<file path="config.mk">
export PLATFORM = sky130hd
export DESIGN_NAME = modbus_frame_tx
export DESIGN_NICKNAME = d
export VERILOG_FILES = /design/src/rtl/modbus_rtu_pkg.sv /design/src/rtl/modbus_crc16.sv /design/src/rtl/modbus_frame_tx.sv
export SDC_FILE = /design/constraint.sdc
export NUM_CORES = 1
export LEC_CHECK = 0
export BUFFER_PORTS_ARGS = -buffer_cell sky130_fd_sc_hd__buf_2
export CORE_MARGIN = 5
export CORE_UTILIZATION = 55
export CTS_CLUSTER_DIAMETER = 100
export DETAILED_ROUTE_END_ITERATION = 6
export HOLD_SLACK_MARGIN = 0.15
export PLACE_DENSITY = 0.8
export SETUP_SLACK_MARGIN = 0.1
export SLEW_MARGIN = 20
export SYNTH_ARGS = -nofsm -noshare
export SYNTH_HDL_FRONTEND = slang
export SYNTH_HIERARCHICAL = 1
export SYNTH_SLANG_ARGS = --single-unit
</file>
<file path="constraint.sdc">
create_clock -name clk -period 5 [get_ports clk]
set_input_delay 0.25 -clock clk [delete_from_list [all_inputs] [get_ports clk]]
set_output_delay 0.25 -clock clk [all_outputs]
set_load 0.03 [all_outputs]
</file>
<file path="src/rtl/modbus_rtu_pkg.sv">
// Shared definitions for the Modbus RTU transmit path: FSM encoding, CRC16
// constants, 3.5-character silence timing and a single-bit CRC step helper.
package modbus_rtu_pkg;

    typedef enum logic [8:0] {
        ST_IDLE     = 9'b0_0000_0001,
        ST_GAP      = 9'b0_0000_0010,
        ST_FETCH    = 9'b0_0000_0100,
        ST_LOAD     = 9'b0_0000_1000,
        ST_WAIT     = 9'b0_0001_0000,
        ST_CRC_LO   = 9'b0_0010_0000,
        ST_CRC_HI   = 9'b0_0100_0000,
        ST_CRC_WAIT = 9'b0_1000_0000,
        ST_DONE     = 9'b1_0000_0000
    } state_e;

    localparam logic [15:0] CRC16_POLY = 16'hA001;
    localparam logic [15:0] CRC16_INIT = 16'hFFFF;

    localparam int T35_FIXED_US   = 1750;
    localparam int T35_BAUD_LIMIT = 19200;
    // 3.5 characters of 10 bits each, expressed in bit times.
    localparam int T35_BIT_TIMES  = 35;

    function automatic int t35_cycles(input int clk_freq, input int baud_rate);
        if (baud_rate > T35_BAUD_LIMIT) begin
            return (clk_freq / 1_000_000) * T35_FIXED_US;
        end
        return (clk_freq / baud_rate) * T35_BIT_TIMES;
    endfunction

    function automatic logic [15:0] crc16_shift(input logic [15:0] c);
        return c[0] ? ((c >> 1) ^ CRC16_POLY) : (c >> 1);
    endfunction

endpackage

</file>
<file path="src/rtl/modbus_crc16.sv">
// Bit-serial Modbus CRC16 (reflected 0xA001, init 0xFFFF): one byte is folded
// in over 8 clock cycles, crc_busy high while the shift is in progress.
module modbus_crc16
    import modbus_rtu_pkg::*;
(
    input  logic        clk,
    input  logic        rst_n,
    input  logic        crc_clr,
    input  logic        crc_en,
    input  logic [7:0]  crc_din,
    output logic [15:0] crc,
    output logic        crc_busy
);

    logic [15:0] crc_q, crc_d;
    logic [2:0]  cnt_q, cnt_d;
    logic        run_q, run_d;

    // NOTE: every signal written here gets a default first, so no path leaves
    // it unassigned and no latch is inferred.
    always_comb begin
        crc_d = crc_q;
        cnt_d = cnt_q;
        run_d = run_q;
        if (crc_clr) begin
            crc_d = CRC16_INIT;
            cnt_d = 3'd0;
            run_d = 1'b0;
        end else if (crc_en) begin
            // The XOR-in shares a cycle with the first shift: 8 cycles per byte.
            crc_d = crc16_shift(crc_q ^ {8'h00, crc_din});
            cnt_d = 3'd7;
            run_d = 1'b1;
        end else if (run_q) begin
            crc_d = crc16_shift(crc_q);
            cnt_d = cnt_q - 3'd1;
            run_d = (cnt_q != 3'd1);
        end
    end

    // NOTE: the reset is synchronous (sampled on the clock edge), and state is
    // updated with non-blocking assignments so every flop sees pre-edge values.
    always_ff @(posedge clk) begin
        if (!rst_n) begin
            crc_q <= CRC16_INIT;
            cnt_q <= 3'd0;
            run_q <= 1'b0;
        end else begin
            crc_q <= crc_d;
            cnt_q <= cnt_d;
            run_q <= run_d;
        end
    end

    assign crc      = crc_q;
    assign crc_busy = run_q;

endmodule

</file>
<file path="src/rtl/modbus_frame_tx.sv">
// Modbus RTU frame transmitter: guards 3.5T line silence, fetches payload bytes
// from the host and drives uart_byte_tx; MODBUS_TX_CRC_EN appends the CRC16.
module modbus_frame_tx
    import modbus_rtu_pkg::*;
#(
    parameter int CLK_FREQ  = 50_000_000,
    parameter int BAUD_RATE = 115_200
) (
    input  logic       clk,
    input  logic       rst_n,
    input  logic       send_req,
    input  logic [7:0] send_len,
    output logic       byte_rd,
    output logic [7:0] byte_idx,
    input  logic [7:0] byte_data,
    output logic       busy,
    output logic       send_done,
    output logic       tx_start,
    output logic [7:0] tx_data,
    input  logic       tx_done
);

    localparam int T35_CYCLES = t35_cycles(CLK_FREQ, BAUD_RATE);
    localparam int SIL_W      = $clog2(T35_CYCLES + 1);
    localparam logic [SIL_W-1:0] SIL_MAX = SIL_W'(T35_CYCLES);

    state_e           state_q, state_d;
    logic [SIL_W-1:0] sil_q, sil_d;
    logic [7:0]       len_q, len_d;
    logic [7:0]       idx_q, idx_d;
    logic [7:0]       tx_data_q, tx_data_d;
    logic [7:0]       send_byte;
    logic             accept;
    logic             last_byte;

    assign accept    = (state_q == ST_IDLE) && send_req && (send_len != 8'd0);
    assign last_byte = ({1'b0, idx_q} + 9'd1) >= {1'b0, len_q};

`ifdef MODBUS_TX_CRC_EN
    logic [15:0] crc_val;
    logic        crc_busy;
    logic        crc_hi_q, crc_hi_d;

    modbus_crc16 u_crc (
        .clk      (clk),
        .rst_n    (rst_n),
        .crc_clr  (accept),
        .crc_en   (state_q == ST_LOAD),
        .crc_din  (byte_data),
        .crc      (crc_val),
        .crc_busy (crc_busy)
    );
`endif

    always_ff @(posedge clk) begin
        if (!rst_n) begin
            state_q <= ST_IDLE;
        end else begin
            state_q <= state_d;
        end
    end

    always_comb begin
        state_d = state_q;
        case (state_q)
            ST_IDLE:  if (accept) state_d = ST_GAP;
            ST_GAP:   if (sil_q == SIL_MAX) state_d = ST_FETCH;
            ST_FETCH: state_d = ST_LOAD;
            ST_LOAD:  state_d = ST_WAIT;
            ST_WAIT: begin
                if (tx_done) begin
`ifdef MODBUS_TX_CRC_EN
                    state_d = last_byte ? ST_CRC_LO : ST_FETCH;
`else
                    state_d = last_byte ? ST_DONE : ST_FETCH;
`endif
                end
            end
`ifdef MODBUS_TX_CRC_EN
            // Hold the low CRC byte until the serial update has settled.
            ST_CRC_LO:   if (!crc_busy) state_d = ST_CRC_WAIT;
            ST_CRC_HI:   state_d = ST_CRC_WAIT;
            ST_CRC_WAIT: if (tx_done) state_d = crc_hi_q ? ST_DONE : ST_CRC_HI;
`endif
            ST_DONE:  state_d = ST_IDLE;
            default:  state_d = ST_IDLE;
        endcase
    end

    always_comb begin
        byte_rd   = 1'b0;
        tx_start  = 1'b0;
        send_done = 1'b0;
        send_byte = byte_data;
        case (state_q)
            ST_FETCH: byte_rd = 1'b1;
            ST_LOAD:  tx_start = 1'b1;
`ifdef MODBUS_TX_CRC_EN
            ST_CRC_LO: begin
                tx_start  = !crc_busy;
                send_byte = crc_val[7:0];
            end
            ST_CRC_HI: begin
                tx_start  = 1'b1;
                send_byte = crc_val[15:8];
            end
`endif
            ST_DONE:  send_done = 1'b1;
            default:  ;
        endcase
    end

    assign busy     = !(state_q inside {ST_IDLE, ST_DONE});
    assign byte_idx = idx_q;
    // The byte is presented in the tx_start cycle and held from the register after.
    assign tx_data  = tx_start ? send_byte : tx_data_q;

    always_comb begin
        sil_d     = sil_q;
        len_d     = len_q;
        idx_d     = idx_q;
        tx_data_d = tx_data;
        if (tx_done) begin
            sil_d = '0;
        end else if (sil_q != SIL_MAX) begin
            sil_d = sil_q + SIL_W'(1);
        end
        if (accept) begin
            len_d = send_len;
            idx_d = 8'd0;
        end else if ((state_q == ST_WAIT) && tx_done) begin
            idx_d = idx_q + 8'd1;
        end
    end

`ifdef MODBUS_TX_CRC_EN
    always_comb begin
        crc_hi_d = crc_hi_q;
        if (accept) begin
            crc_hi_d = 1'b0;
        end else if (state_q == ST_CRC_HI) begin
            crc_hi_d = 1'b1;
        end
    end

    always_ff @(posedge clk) begin
        if (!rst_n) begin
            crc_hi_q <= 1'b0;
        end else begin
            crc_hi_q <= crc_hi_d;
        end
    end
`endif

    always_ff @(posedge clk) begin
        if (!rst_n) begin
            sil_q     <= '0;
            len_q     <= 8'd0;
            idx_q     <= 8'd0;
            tx_data_q <= 8'd0;
        end else begin
            sil_q     <= sil_d;
            len_q     <= len_d;
            idx_q     <= idx_d;
            tx_data_q <= tx_data_d;
        end
    end

endmodule

</file>
; ---- After elaboration in Yosys (flattened, before gate mapping)
; Index checks and enable logic that the tools add are counted.
[op_classes]
n_eq_ne = 11
mux = 9
n_bitwise = 1
add_sub_neg = 3
magnitude_cmp = 1
reduce_logical = 9
[op_table]
columns = operator, n
row1 = $pmux W9 S5, 1
row2 = $mux W9, 4
row3 = $add A17 B1 Y17 const B, 1
row4 = $eq A17 B17 Y1 const B, 1
row5 = $ne A17 B17 Y1 const B, 1
row6 = $add A8 B1 Y9 const B, 1
row7 = $eq A9 B1 Y1 const B, 1
row8 = $eq A9 B2 Y1 const B, 1
row9 = $eq A9 B3 Y1 const B, 1
row10 = $eq A9 B4 Y1 const B, 1
row11 = $eq A9 B5 Y1 const B, 1
row12 = $eq A9 B9 Y1 const B, 1
row13 = $ge A9 B8 Y1, 1
row14 = $add A8 B1 Y8 const B, 1
row15 = $mux W8, 1
row16 = $reduce_bool A8 Y1, 1
row17 = $ne A2 B2 Y1 const B, 3
row18 = $reduce_or A2 Y1, 2
row19 = $logic_and A1 B1 Y1, 3
row20 = $mux W1, 3
row21 = $reduce_and A3 Y1, 1
row22 = $reduce_bool A2 Y1, 1
row23 = $logic_not A1 Y1, 1
row24 = $not A1 Y1, 1
[word_totals]
input_bits = 20
regBits = 50
elab_cells = 39
output_inout_bits = 20

; ---- Depth between registers and ports, before layout
[logic_depth]
ltp_word = 5
mapped_depth = 10
mapped_depth_nobuf = 10

; ---- Least setup slack after synthesis
; Ideal clock, no wire load.
[synth_path]
path_kind = register -> register
startpoint = register idx_q[0], in the netlist byte_idx[0]
endpoint = register state_q[2]
t_arrival_ns = 2.344
stages_incl_launch_ff = 11
path_buffers = 0
setup_ns = 0.086
required_time_ns = 4.914
period_less_slack_ns = 2.429
path_slack_ns = 2.571
path_cell_list = dfxtp_1 ha_1 nand3_1 nor2_1 xor2_1 ha_1 o21ai_0 nor2_1 a311oi_1 nand3b_1 a211oi_1
[synth_between]
elab_chain_len = 5
[synth_lines]
columns = item, line_no
row1 = start: declaration, modbus_frame_tx.sv:30  ; logic [7:0] idx_q, idx_d;
row2 = start signal: assignment, modbus_frame_tx.sv:164  ; idx_q <= idx_d;
row3 = $add A8 B1 Y9, modbus_frame_tx.sv:37  ; assign last_byte = ({1'b0, idx_q} + 9'd1) >= {1'b0, len_q};
row4 = $ge A9 B8 Y1, modbus_frame_tx.sv:37
row5 = $mux W9, modbus_frame_tx.sv:75  ; state_d = last_byte ? ST_DONE : ST_FETCH;
row6 = $mux W9, modbus_frame_tx.sv:71  ; if (tx_done) begin
row7 = $pmux W9 S5, modbus_frame_tx.sv:65  ; case (state_q)
row8 = end signal: assignment, modbus_frame_tx.sv:59  ; state_q <= state_d;
row9 = end: declaration, modbus_frame_tx.sv:27  ; state_e state_q, state_d;
; No other way between the ends. The select of a mux whose other input is x is not followed.
; A chain may end at the register's enable or synchronous reset.

; ---- Worst setup path after layout
; Same ends and word-level chain as after synthesis.

==> impl_metrics.tcl <==
set metrics [dict create \
    crit_path_end_kind "flip-flop" \
    period_share_pct 48.3 \
    gr-total-overflow 0 \
    clk_latency_ps 290 \
    min_path_cells 3 \
    vias 1860 \
    fin_area_mm2 0.00263 \
    min_path_type "in2reg" \
    clkPwrFrac_pct 29.9 \
    synth_cells 258 \
    setup_slack_ps 2590 \
    switching_power_mw 0.173 \
    die_w_um 75.1 \
    avgViaCountPerCell 5.34 \
    numClockSinks 47 \
    finalSetupTns_ps 0 \
    clk_pin_slew_worst_paths_ps 70 \
    grt_use_total_pct 17.2 \
    synth-seq-cells 47 \
    setup_viol 0 \
    power_leakage_nw 1.17 \
    area_growth_pct 12.8 \
    peakVddDrop_mv 0.178 \
    rows 23 \
    rrSetupSlack_ps 2590 \
    syn_nets 289 \
    dieArea_mm2 0.00565 \
    crit_type "reg2reg" \
    drt_pass1_iterations 4 \
    coreArea_mm2 0.00406 \
    fin_util_pct 64.9 \
    synth.distinct_cells 42 \
    drv_slew 0 \
    postRouteWirelength_um 4420 \
    hold_buffers 0 \
    powerDensity_mw_per_mm2 261 \
    drive_gt1_share_pct 18.5 \
    whs_endpoint "len_q[7]" \
    gp_congestion 0.806 \
    dpl_cell_area_mm2 0.00256 \
    avgSynthCellArea_um2 9.04 \
    max-slew-margin-rel_pct 64.1 \
    status "finished, final reports clean" \
    fin_skew_ps 8.14 \
    cp.arrival_ps 2620 \
    cts-root-buf "clkbuf_8" \
    syn_area_mm2 0.00233 \
    finalPower_mw 0.688 \
    boundaryPins 40 \
    drcViolationCount 0 \
    seqPwrFrac_pct 57.4 \
    cts_buffers 5 \
    hold_viol_final 0 \
    drv_cap 0 \
    cts-resized-gates 0 \
    power.switching_fraction_pct 25.1 \
    reg2reg_depth 10 \
    max_freq_ghz 0.414 \
    hpwl_um 3400 \
    wl_per_cell_um 12.7 \
    r2r-start "byte_idx[0]" \
    grt_pass1_vias 1824 \
    ys_seq_area_share_pct 40.3 \
    cp.required_ps 5210 \
    pre_cts_ws_ps 2600 \
    start_kind "flip-flop" \
    combPwrFrac_pct 12.8 \
    crit_fanout 5 \
    antenna_found_initial 0 \
    port_buffers 39 \
    hold_start "send_len[7]" \
    synth-warning-count 6 \
    grt_max_degree 17 \
    clock_path_buffers 2 \
    cts_setup_buffers 0 \
    nets 330 \
    power.internal_mw 0.515 \
    reg2reg_to "state_q[2]" \
    h-tree-depth 2 \
    die_h_um 75.1 \
    initial_core_util_pct 57.5 \
    fillCellCount 360 \
    antenna_left 0 \
    timing.final.crit_period_ps 2410 \
    drt-initial-drc-count 75 \
    cts_tree "done" \
    diodes 0 \
    rsz0062_at_grt "false" \
    grt_first_pass_wirelength_um 7620 \
    tightest_slew_ps 537 \
]
[critical path: stages, from the launching register on]
cell and delay (ps):
dfxtp_1 410, ha_1 230, nand3_1 150, nor2_1 270
xor2_1 180, ha_1 250, o21ai_0 140, nor2_1 50
a311oi_1 310, nand3b_1 110, a211oi_1 220
[synth_stat cells, drive strengths merged]
cell,instances,area (um2)
mux2,8,120
and4b,4,41.3
ha,11,138
buf,3,23.8
o31ai,1,7.51
a211oi,3,22.5
xnor2,13,114
nand2b,1,6.26
nand3,9,45.0
nor4,3,18.8
or2,2,12.5
nor2b,1,6.26
xor2,12,105
o211ai,2,15.0
nor3,5,25.0
a21oi,8,40.0
nor4bb,1,10.0
or3,3,18.8
nor4b,1,8.76
a311oi,1,8.76
inv,16,60.1
nand4,7,43.8
clkinv,1,3.75
dfxtp,47,941
o21ai,7,35.0
nand2,16,60.1
o21a,1,7.51
and3,4,25.0
nand3b,2,15.0
clkbuf,2,7.51
nand4b,1,8.76
mux2i,9,90.1
a31oi,1,6.26
o2bb2ai,1,8.76
nor2,40,158
and4,2,17.5
and2,9,58.8
[power by group through the flow]
stage / Combinational [mW] / Clock, mW / Sequential, mW
floorplan: 0.0669 / 0 / 0.401
global placement: 0.0863 / 0 / 0.403
global route: 0.0984 / 0.231 / 0.396
detailed placement: 0.0885 / 0 / 0.404
CTS: 0.0891 / 0.215 / 0.395
finish: 0.0878 / 0.205 / 0.395
[per-stage QoR]
step / cells / hold slack, ps
floorplan: 258 / 394
global placement: 342 / 470
detailed placement: 342 / 488
CTS: 348 / 194
global route: 348 / 193
finish: 348 / 204
[layer usage]
| metal | vias to the layer above | GRT usage, % | wire (um) | share of wire (%) |
|---|---|---|---|---|
| met2 | 41 | 30.7 | 2070 | 47 |
| met3 | 6 | 5.74 | 327 | 7.4 |
| met1 | 847 | 19.8 | 1970 | 45 |
| met4 | 0 | 4.66 | 51 | 1.2 |
| met5 | - | 0 | 0 | 0 |
| li1 | 966 | - | - | - |
[placed cells by master (no fill, tap or decap), types with 2 or more instances in the layout]
| master | count |
|---|---|
| buf_2 | 39 |
| a211oi_1 | 3 |
| xnor2_1 | 13 |
| and4_1 | 2 |
| and4b_1 | 3 |
| nor2_1 | 39 |
| nor4_1 | 3 |
| and2_1 | 8 |
| clkbuf_8 | 5 |
| ha_1 | 11 |
| or3_1 | 3 |
| and3_1 | 4 |
| mux2i_1 | 9 |
| a21oi_1 | 8 |
| dfxtp_1 | 47 |
| o21ai_0 | 7 |
| nand3_1 | 9 |
| o211ai_1 | 2 |
| nand3b_1 | 2 |
| nor3_1 | 5 |
| mux2_4 | 8 |
| nand4_1 | 7 |
| nand2_1 | 16 |
| inv_1 | 16 |
| xor2_1 | 12 |
| or2_1 | 2 |
[worst max-delay path by stage]
stage / start / to / slack [ps] / depth (start not counted)
floorplan: byte_idx[0] / state_q[2] / 2570 / 10
global placement: byte_idx[0] / state_q[2] / 2700 / 10
detailed placement: byte_idx[0] / state_q[2] / 2600 / 10
CTS: byte_idx[0] / state_q[2] / 2580 / 10
global route: byte_idx[2] / state_q[2] / 2340 / 9
finish: byte_idx[0] / state_q[2] / 2590 / 10
[cells by family (layout without fill, tap and decap cells)]
| logic type | count (synthesis) | after routing | share of synthesized area, % |
|---|---|---|---|
| simple gates | 111 | 111 | 24.8 |
| flops | 47 | 47 | 40.3 |
| compound gates | 25 | 25 | 6.49 |
| xor+xnor | 25 | 25 | 9.38 |
| buf+inv | 22 | 62 | 4.08 |
| mux | 17 | 17 | 9.01 |
| fa+ha+maj | 11 | 11 | 5.90 |
[registers in the layout (all words and copies together), names as in the netlist]
signal     cells
len_q          8
byte_idx       8
state_q        6
tx_data_q      8
sil_q         17
[area by class of cell]
type	instances	area (um2)	share of cell area, %
multi-input cells	189	1300	49.3
flip-flops and latches	47	941	35.7
repair buffers	39	195	7.41
clock buffers	6	72.6	2.76
inverters	17	63.8	2.42
well taps	50	62.6	2.38
Note: power is estimated with default switching activity, not from simulation.
